$ cat src/rtl/fcvt_int2fp_ctrl.sv
// rtl/fcvt_int2fp_ctrl.sv - two-stage int32/uint32 to IEEE-754 single converter with valid/ready handshake
// Define FCVT_INT2FP_RNE_EN for round-to-nearest-even; otherwise results truncate toward zero.
module fcvt_int2fp_ctrl #(
  parameter int TAG_W = 6
) (
  input  logic             clk,
  input  logic             rst,
  input  logic             in_valid,
  output logic             in_ready,
  input  logic [31:0]      in_src,
  input  logic             in_unsigned,
  input  logic [TAG_W-1:0] in_tag,
  input  logic             flush,
  output logic             out_valid,
  input  logic             out_ready,
  output logic [31:0]      out_result,
  output logic [TAG_W-1:0] out_tag,
  output logic             out_inexact,
  output logic             busy
);

  logic             s1_valid, s1_sign, s1_zero;
  logic [30:0]      s1_frac;
  logic [4:0]       s1_idx;
  logic [TAG_W-1:0] s1_tag;

  logic             s2_valid, s2_inexact;
  logic [31:0]      s2_result;
  logic [TAG_W-1:0] s2_tag;

  logic             neg_in;
  logic [31:0]      mag_in;
  logic [4:0]       idx_in;
  logic             accept, drain, s1_adv;

  logic [30:0]      norm;
  logic [7:0]       exp_base, exp_fin;
  logic             round_up;
  logic [23:0]      mant_sum;
  logic [31:0]      result_d;
  logic             inexact_d;

  assign drain    = s2_valid & out_ready;
  assign s1_adv   = s1_valid & (~s2_valid | out_ready);
  assign in_ready = (~s1_valid | s1_adv) & ~flush;
  assign accept   = in_valid & in_ready;

  assign neg_in = in_src[31] & ~in_unsigned;
  assign mag_in = neg_in ? (~in_src + 32'd1) : in_src;

  always_comb begin
    idx_in = 5'd0;
    for (int i = 0; i < 32; i++) begin
      if (mag_in[i]) idx_in = 5'(i);
    end
  end

  // Shifting by 31-idx pushes the leading one out of the 31-bit window,
  // leaving the fraction bits left-aligned at bit 30.
  assign norm     = s1_frac << ~s1_idx;
  assign exp_base = 8'd127 + {3'd0, s1_idx};

`ifdef FCVT_INT2FP_RNE_EN
  assign round_up = norm[7] & ((|norm[6:0]) | norm[8]);
`else
  assign round_up = 1'b0;
`endif

  // A carry out of the mantissa leaves mant_sum[22:0] all zero, as required.
  assign mant_sum  = {1'b0, norm[30:8]} + {23'd0, round_up};
  assign exp_fin   = exp_base + {7'd0, mant_sum[23]};
  assign result_d  = s1_zero ? 32'd0 : {s1_sign, exp_fin, mant_sum[22:0]};
  assign inexact_d = ~s1_zero & (|norm[7:0]);

  always_ff @(posedge clk) begin
    if (rst) begin
      s1_valid <= 1'b0;
      s1_sign  <= 1'b0;
      s1_zero  <= 1'b0;
      s1_frac  <= '0;
      s1_idx   <= '0;
      s1_tag   <= '0;
    end else if (flush) begin
      s1_valid <= 1'b0;
    end else if (accept) begin
      s1_valid <= 1'b1;
      s1_sign  <= neg_in;
      s1_zero  <= (mag_in == 32'd0);
      s1_frac  <= mag_in[30:0];
      s1_idx   <= idx_in;
      s1_tag   <= in_tag;
    end else if (s1_adv) begin
      s1_valid <= 1'b0;
    end
  end

  always_ff @(posedge clk) begin
    if (rst) begin
      s2_valid   <= 1'b0;
      s2_result  <= '0;
      s2_inexact <= 1'b0;
      s2_tag     <= '0;
    end else if (flush) begin
      s2_valid <= 1'b0;
    end else if (s1_adv) begin
      s2_valid   <= 1'b1;
      s2_result  <= result_d;
      s2_inexact <= inexact_d;
      s2_tag     <= s1_tag;
    end else if (drain) begin
      s2_valid <= 1'b0;
    end
  end

  assign out_valid   = s2_valid;
  assign out_result  = s2_result;
  assign out_tag     = s2_tag;
  assign out_inexact = s2_inexact;
  assign busy        = s1_valid | s2_valid;

endmodule
$ cat config.mk
export PLATFORM = sky130hd
export DESIGN_NAME = fcvt_int2fp_ctrl
export DESIGN_NICKNAME = d
export VERILOG_FILES = /design/src/rtl/fcvt_int2fp_ctrl.sv
export SDC_FILE = /design/constraint.sdc
export NUM_CORES = 1
export LEC_CHECK = 0
export BUFFER_PORTS_ARGS = -buffer_cell sky130_fd_sc_hd__buf_2
export CAP_MARGIN = 15
export CORE_MARGIN = 2
export CORE_UTILIZATION = 35
export DETAILED_ROUTE_END_ITERATION = 16
export GPL_TIMING_DRIVEN = 0
export PLACE_DENSITY_LB_ADDON = 0.1
export SYNTH_ARGS = -nofsm -noshare
export SYNTH_HDL_FRONTEND = slang
export SYNTH_SLANG_ARGS = --single-unit
export TNS_END_PERCENT = 50
$ cat constraint.sdc
create_clock -name clk -period 5.7 [get_ports clk]
set_clock_uncertainty 0.15 [all_clocks]
set_input_delay 0.285 -clock clk [delete_from_list [all_inputs] [get_ports clk]]
set_output_delay 0.285 -clock clk [all_outputs]
set_load 0.01 [all_outputs]
Word-level counts from Yosys, hierarchy flattened
Index checks and enable logic that the tools add are counted.

Bits in registers: 85.

Add/subtract/negate cells: 2. Shift operators: 1. Multiplexer cells: 37. Bitwise operators: 16. Reductions and logical operators: 7.

Operators with widths (number): 2-to-1 mux 5 bit (30); 2-to-1 mux 32 bit (2); adder 32 x 1 -> 32 bit (second input constant) (1); zero test 32 bit (1); inverter 32 bit (1); << shifter 31 x 5 -> 31 bit (1); adder 7 x 5 -> 8 bit (first input constant) (1); OR reduction 8 bit (1); AND 1 bit (6); 2-to-1 mux 1 bit (5); inverter 1 bit (5); inverter 5 bit (1); AND reduction 2 bit (2); nonzero test 2 bit (2); OR 1 bit (3); OR reduction 2 bit (1).

Depth between registers and ports, before layout
Depth in word-level cells: 34. Depth in mapped cells: 11.

Least setup slack after synthesis
OpenSTA, ideal clock, no wires.

Path kind: input port to flip-flop. Start: in in_src[3]. End: reg s1_zero. Library setup time: 0.088 ns. Data arrival time: 2.589 ns. Required time: 5.462 ns. Path slack: 2.873 ns. Stages on the path: 10. Buffers on the path: 2. Cell sequence: buf_6 or4_4 buf_6 or4_4 o21ai_4 xor2_2 nand3b_2 nor3_2 nand2_1 o32ai_2.

Word-level cells in the longest chain between the ends: 4.

RTL lines: from (decl) (line 10) `input logic [31:0] in_src,`; inverter 32 bit (line 49) `assign mag_in = neg_in ? (~in_src + 32'd1) : in_src;`; adder 32 x 1 -> 32 bit (line 49); 2-to-1 mux 32 bit * (line 49); zero test 32 bit * (line 88) `s1_zero <= (mag_in == 32'd0);`; to (signal assigned) (line 88); to (decl) (line 22) `logic s1_valid, s1_sign, s1_zero;`.

Mark *: on every way between the ends. The rest lies on a longest branch, timed or not. A chain may end at the register's enable or synchronous reset.

Final worst setup path
Start: in in_src[0]. End: reg s1_idx[1].

Word-level cells in the longest chain between the ends: 33.

RTL lines: inverter 32 bit * (line 49); adder 32 x 1 -> 32 bit * (line 49); 2-to-1 mux 32 bit * (line 49); 2-to-1 mux 5 bit (29 in a row) (line 54) `if (mag_in[i]) idx_in = 5'(i);`; 2-to-1 mux 5 bit * (line 54); to (signal assigned) (line 90) `s1_idx <= idx_in;`; to (decl) (line 24) `logic [4:0] s1_idx;`.

Marked as above.

==> impl_summary.log <==
[metrics] CTS hold repair buffers: 0
[metrics] highest attainable clock frequency: ~310 MHz
[metrics] power per standard cell area: about 220 nW/µm²
[metrics] Hold/Removal Path Class: input pin to flop
[metrics] endpoint of the most critical register-to-register path: out_result[20]
[metrics] result of the run: complete, no violations
[metrics] HPWL after DPL: 16.2 mm
[metrics] most used flip-flop cell after synthesis: sky130_fd_sc_hd__dfxtp_1
[metrics] period utilization: 0.565
[metrics] Least-Margin Pin Slew: 0.979 ns
[metrics] drt wl/cell: 18.1 µm
[metrics] Leakage Power: roughly 2.7 nW
[metrics] unrepaired setup endpoints after global routing: false
[metrics] Hold Fails Final Rpt: 0
[metrics] minimum clock period: 3.22 ns
[metrics] Fin Setup TNS: 0 ns
[metrics] crit-path max cell delay: 0.57 ns
[metrics] # IOs: 86
[metrics] synthesized-area fraction occupied by ao, oa, aoi and oai cells: 0.217
[metrics] highest fanout seen on the critical path: 7
[metrics] least setup slack across all paths after layout: 2.48 ns
[metrics] number of antenna repair diodes: 0
[metrics] Worst Path Class, Setup: input pin to flop
[metrics] number of global-route vias before repair: 5,783
[metrics] Psw: approximately 0.00051 W
[metrics] initial standard-cell utilization of the core: 0.355
[metrics] arrival time at the worst endpoint: 3.31 ns
[metrics] root buf cell: sky130_fd_sc_hd__clkbuf_16
[metrics] buffer depth of the longest clock path: 2
[metrics] total number of nets in the final design: slightly above 900
[metrics] Worst Hold Depth: 3
[metrics] final wirelength: between 20 and 25 mm
[metrics] number of setup violations in the final report: 0
[metrics] Mapped Nets: 840
[metrics] Max-Slew Margin vs Limit: 0.342
[metrics] switching part of the total: 0.326
[metrics] Post-synth EDFFs: 0
[metrics] Worst EP required: ~5.8 ns
[metrics] worst reg2reg path depth: 8
[metrics] Post-CTS Setup Bufs: 0
[metrics] count of instances resized after the clock tree is built: 0
[metrics] tightest hold margin: roughly 0.016 ns
[metrics] die outline area: 18,500 µm²
[metrics] global routing usage summed across all routing layers: 0.221
[metrics] Via Count: around 6.1k
[metrics] sequential fraction of the synthesis area: 0.279
[metrics] share of power burned in the clock network: 0.354
[metrics] layout cell share with drive strength beyond 1: 0.165
[metrics] Critical Path Sink Type: flop
[metrics] Seq pwr share: 0.409
[metrics] Clock H-tree levels: 3
[metrics] cell chain of the critical path: buf_2, inv_1, ha_1, or3b_2, nor2_1, mux2_2, a31oi_1, o2111ai_1, a21oi_1, o211ai_1, a31oi_1
[metrics] pre-CTS setup slack: 2.14 ns
[metrics] Bufs and invs on worst path: 2
[metrics] number of register bits inferred by synthesis: between 80 and 90
[metrics] standard-cell rows: 48
[metrics] initial antenna violation count: 0
[metrics] RePlAce Congestion: approximately 0.96
[metrics] core region area: 17,200 µm²
[metrics] Post-Synthesis Cell Area: 6090 µm²
[metrics] clock-pin transition on the worst setup and hold timing paths: 0.07 ns
[metrics] r2r startpoint: s1_idx[1]
[metrics] post-detailed-route via-to-cell ratio: approximately 5.5
[metrics] startpoint kind of the worst setup timing path: input pin
[metrics] xor/xnor cell area share of the yosys netlist: 0.0474
[metrics] Synth warnings: 0
[metrics] Remaining DRCs: 0
[metrics] width of the die: between 100 and 150 µm
[metrics] first-pass GRT wire length: between 30 and 40 mm
[metrics] count of routing violations after the opening detailed-route iteration: 325
[metrics] number of instances in the synthesized netlist: slightly below 800
[metrics] Total Power: between 0.0015 and 0.002 W
[metrics] number of I/O port buffers: ~80
[metrics] largest net degree at the start of global routing: 16
[metrics] Gate power share: 0.237
[metrics] clock sink count: 85
[metrics] clock insertion delay at the later pin of the skew report: roughly 0.35 ns
[metrics] final slew viol count: 0
[metrics] TritonCTS clock tree: yes
[metrics] Unique masters post-synth: 75
[metrics] Synth Area per Inst: ~7.7 µm²
[metrics] first-pass iteration count of the detailed router: 5
[metrics] Int Pwr: 0.00105 W
[metrics] dominant combinational cell family by area after synthesis: simple AND/OR/NAND/NOR gates
[metrics] Max-cap violations: 0
[metrics] overflow left after global routing: 0
[metrics] cell class contributing the biggest share of worst-path delay: compound AO/OA/AOI/OAI gates
[metrics] largest vdd supply drop: 0.131 mV
[metrics] worst-case register-to-register setup slack: roughly 2.6 ns
[metrics] total clock buffers created by CTS: 9
[metrics] Area Overhead vs Synth: 15.6%
[metrics] number of nets still failing antenna checks after routing: 0
[metrics] share of flip-flops with an asynchronous set or reset after synthesis: 0
[metrics] origin of the worst min-delay path: in_tag[0]
[metrics] proportion of synthesized area in mux cells: 0.130
[metrics] Post-Synth Adder-Cell Area: 0.00411
[metrics] cell with the biggest individual delay on the critical path: sky130_fd_sc_hd__or3b_2
[metrics] fraction of the mapped netlist area in simple logic gates: 0.268
[metrics] Worst Hold End: s1_tag[0]
[metrics] most prevalent standard cell on the critical path: sky130_fd_sc_hd__a31oi_1
[metrics] height of the die: ~140 µm
metrics by stage:
step / instance area [µm²] / instances / utilization
after global routing: 7040 / 1114 / 0.410
after detailed placement: 6770 / 1098 / 0.394
after global placement: 6770 / 1098 / 0.394
after CTS: 7040 / 1114 / 0.410
final: 7040 / 1114 / 0.410
after floorplan: 6090 / 794 / -
cells in the mapped netlist, types with 4 or more instances:
cell	number	area, µm²
sky130_fd_sc_hd__nor2_1	110	413
sky130_fd_sc_hd__nand2_1	97	364
sky130_fd_sc_hd__dfxtp_1	85	1700
sky130_fd_sc_hd__mux2i_1	52	521
sky130_fd_sc_hd__a21oi_1	49	245
sky130_fd_sc_hd__clkbuf_1	44	165
sky130_fd_sc_hd__nor3_1	31	155
sky130_fd_sc_hd__o21ai_0	29	145
sky130_fd_sc_hd__a211oi_1	28	210
sky130_fd_sc_hd__nor4_1	15	93.8
sky130_fd_sc_hd__xnor2_1	15	131
sky130_fd_sc_hd__mux2_2	14	158
sky130_fd_sc_hd__a31oi_1	13	81.3
sky130_fd_sc_hd__buf_1	13	48.8
sky130_fd_sc_hd__xor2_1	13	114
sky130_fd_sc_hd__a22oi_1	12	90.1
sky130_fd_sc_hd__inv_1	11	41.3
sky130_fd_sc_hd__o211ai_1	11	82.6
sky130_fd_sc_hd__nand3_1	9	45.0
sky130_fd_sc_hd__nand2b_1	8	50.1
sky130_fd_sc_hd__a222oi_1	7	70.1
sky130_fd_sc_hd__nand4_1	7	43.8
sky130_fd_sc_hd__or3_1	7	43.8
sky130_fd_sc_hd__and2_1	6	37.5
sky130_fd_sc_hd__or2_2	6	37.5
sky130_fd_sc_hd__and4_1	5	43.8
sky130_fd_sc_hd__mux4_2	5	113
sky130_fd_sc_hd__nor2b_1	5	31.3
sky130_fd_sc_hd__buf_2	4	20.0
sky130_fd_sc_hd__buf_6	4	45.0
sky130_fd_sc_hd__nor3b_1	4	30.0
sky130_fd_sc_hd__o31ai_1	4	30.0
sky130_fd_sc_hd__or4_1	4	30.0
power groups by stage:
stage / Combinational [W] / Sequential [W] / Clock, W
after CTS: 0.000368 / 0.000637 / 0.000560
after global placement: 0.000368 / 0.000650 / 0
after floorplan: 0.000254 / 0.000644 / 0
after global routing: 0.000407 / 0.000640 / 0.000579
after detailed placement: 0.000367 / 0.000651 / 0
final: 0.000369 / 0.000637 / 0.000551
registers in the layout, indices dropped and copies added (netlist names):
signal and cells:
out_result 32, s1_frac 31, out_tag 6, s1_tag 6, s1_idx 5, out_inexact 1, out_valid 1, s1_sign 1
s1_valid 1, s1_zero 1
worst max path at each step:
stage | startpoint | end | slack, ns | cells after the start
6_report | in_src[0] | s1_idx[1] | 2.48 | 11
5_1_grt | in_src[0] | s1_zero | 2.17 | 10
4_1_cts | in_src[0] | s1_zero | 2.50 | 10
3_5_place_dp | in_src[0] | s1_zero | 2.14 | 10
3_3_place_gp | in_src[0] | s1_zero | 2.10 | 10
2_1_floorplan | in_src[3] | s1_zero | 2.87 | 10
kinds of logic after synthesis:
| logic type | Yosys count |
|---|---|
| AND/OR/NAND/NOR | 335 |
| AO/OA/AOI/OAI | 192 |
| flip-flops | 85 |
| buffers and inverters | 79 |
| multiplexers | 71 |
| XOR/XNOR | 30 |
| adder cells (fa/ha/maj) | 2 |
layer usage:
layer / vias to the layer above / part of all wire / global-route usage
met5: - / 0 / 0
met4: 0 / 0.025 / 0.0828
met3: 25 / 0.034 / 0.0194
met2: 140 / 0.48 / 0.379
met1: 2845 / 0.46 / 0.287
li1: 3076 / - / -
cell type report:
type	count	area (µm²)
fill	1864	10100
multi-input combinational	630	4060
sequential	85	1700
timing repair buffer	79	395
buffer	66	287
tap	225	282
clock buffer	10	229
inverter	13	48.8
clock inverter	6	45.0
cell usage in the layout, fill, tap and decap left out, types with 4 or more instances in the layout:
cell type	instances
sky130_fd_sc_hd__nor2_1	110
sky130_fd_sc_hd__nand2_1	97
sky130_fd_sc_hd__dfxtp_1	85
sky130_fd_sc_hd__buf_2	83
sky130_fd_sc_hd__mux2i_1	52
sky130_fd_sc_hd__a21oi_1	49
sky130_fd_sc_hd__clkbuf_1	45
sky130_fd_sc_hd__nor3_1	31
sky130_fd_sc_hd__o21ai_0	29
sky130_fd_sc_hd__a211oi_1	28
sky130_fd_sc_hd__nor4_1	15
sky130_fd_sc_hd__xnor2_1	15
sky130_fd_sc_hd__mux2_2	14
sky130_fd_sc_hd__buf_1	13
sky130_fd_sc_hd__a31oi_1	13
sky130_fd_sc_hd__xor2_1	13
sky130_fd_sc_hd__a22oi_1	12
sky130_fd_sc_hd__inv_1	11
sky130_fd_sc_hd__o211ai_1	11
sky130_fd_sc_hd__nand3_1	9
sky130_fd_sc_hd__clkbuf_16	9
sky130_fd_sc_hd__nand2b_1	8
sky130_fd_sc_hd__or3_1	7
sky130_fd_sc_hd__nand4_1	7
sky130_fd_sc_hd__a222oi_1	7
sky130_fd_sc_hd__or2_2	6
sky130_fd_sc_hd__and2_1	6
sky130_fd_sc_hd__nor2b_1	5
sky130_fd_sc_hd__and4_1	5
sky130_fd_sc_hd__mux4_2	5
sky130_fd_sc_hd__buf_6	4
sky130_fd_sc_hd__or4_1	4
sky130_fd_sc_hd__o31ai_1	4
sky130_fd_sc_hd__nor3b_1	4
worst reg2reg max path, stage by stage (launching register included):
cell	delay (ns)
sky130_fd_sc_hd__dfxtp_1	0.39
sky130_fd_sc_hd__buf_1	0.50
sky130_fd_sc_hd__clkbuf_1	0.59
sky130_fd_sc_hd__nand3_1	0.24
sky130_fd_sc_hd__o21ai_0	0.48
sky130_fd_sc_hd__o21ai_0	0.24
sky130_fd_sc_hd__nor4_1	0.21
sky130_fd_sc_hd__a21oi_1	0.07
sky130_fd_sc_hd__a21oi_1	0.15
(Power assumes the default switching activity.)
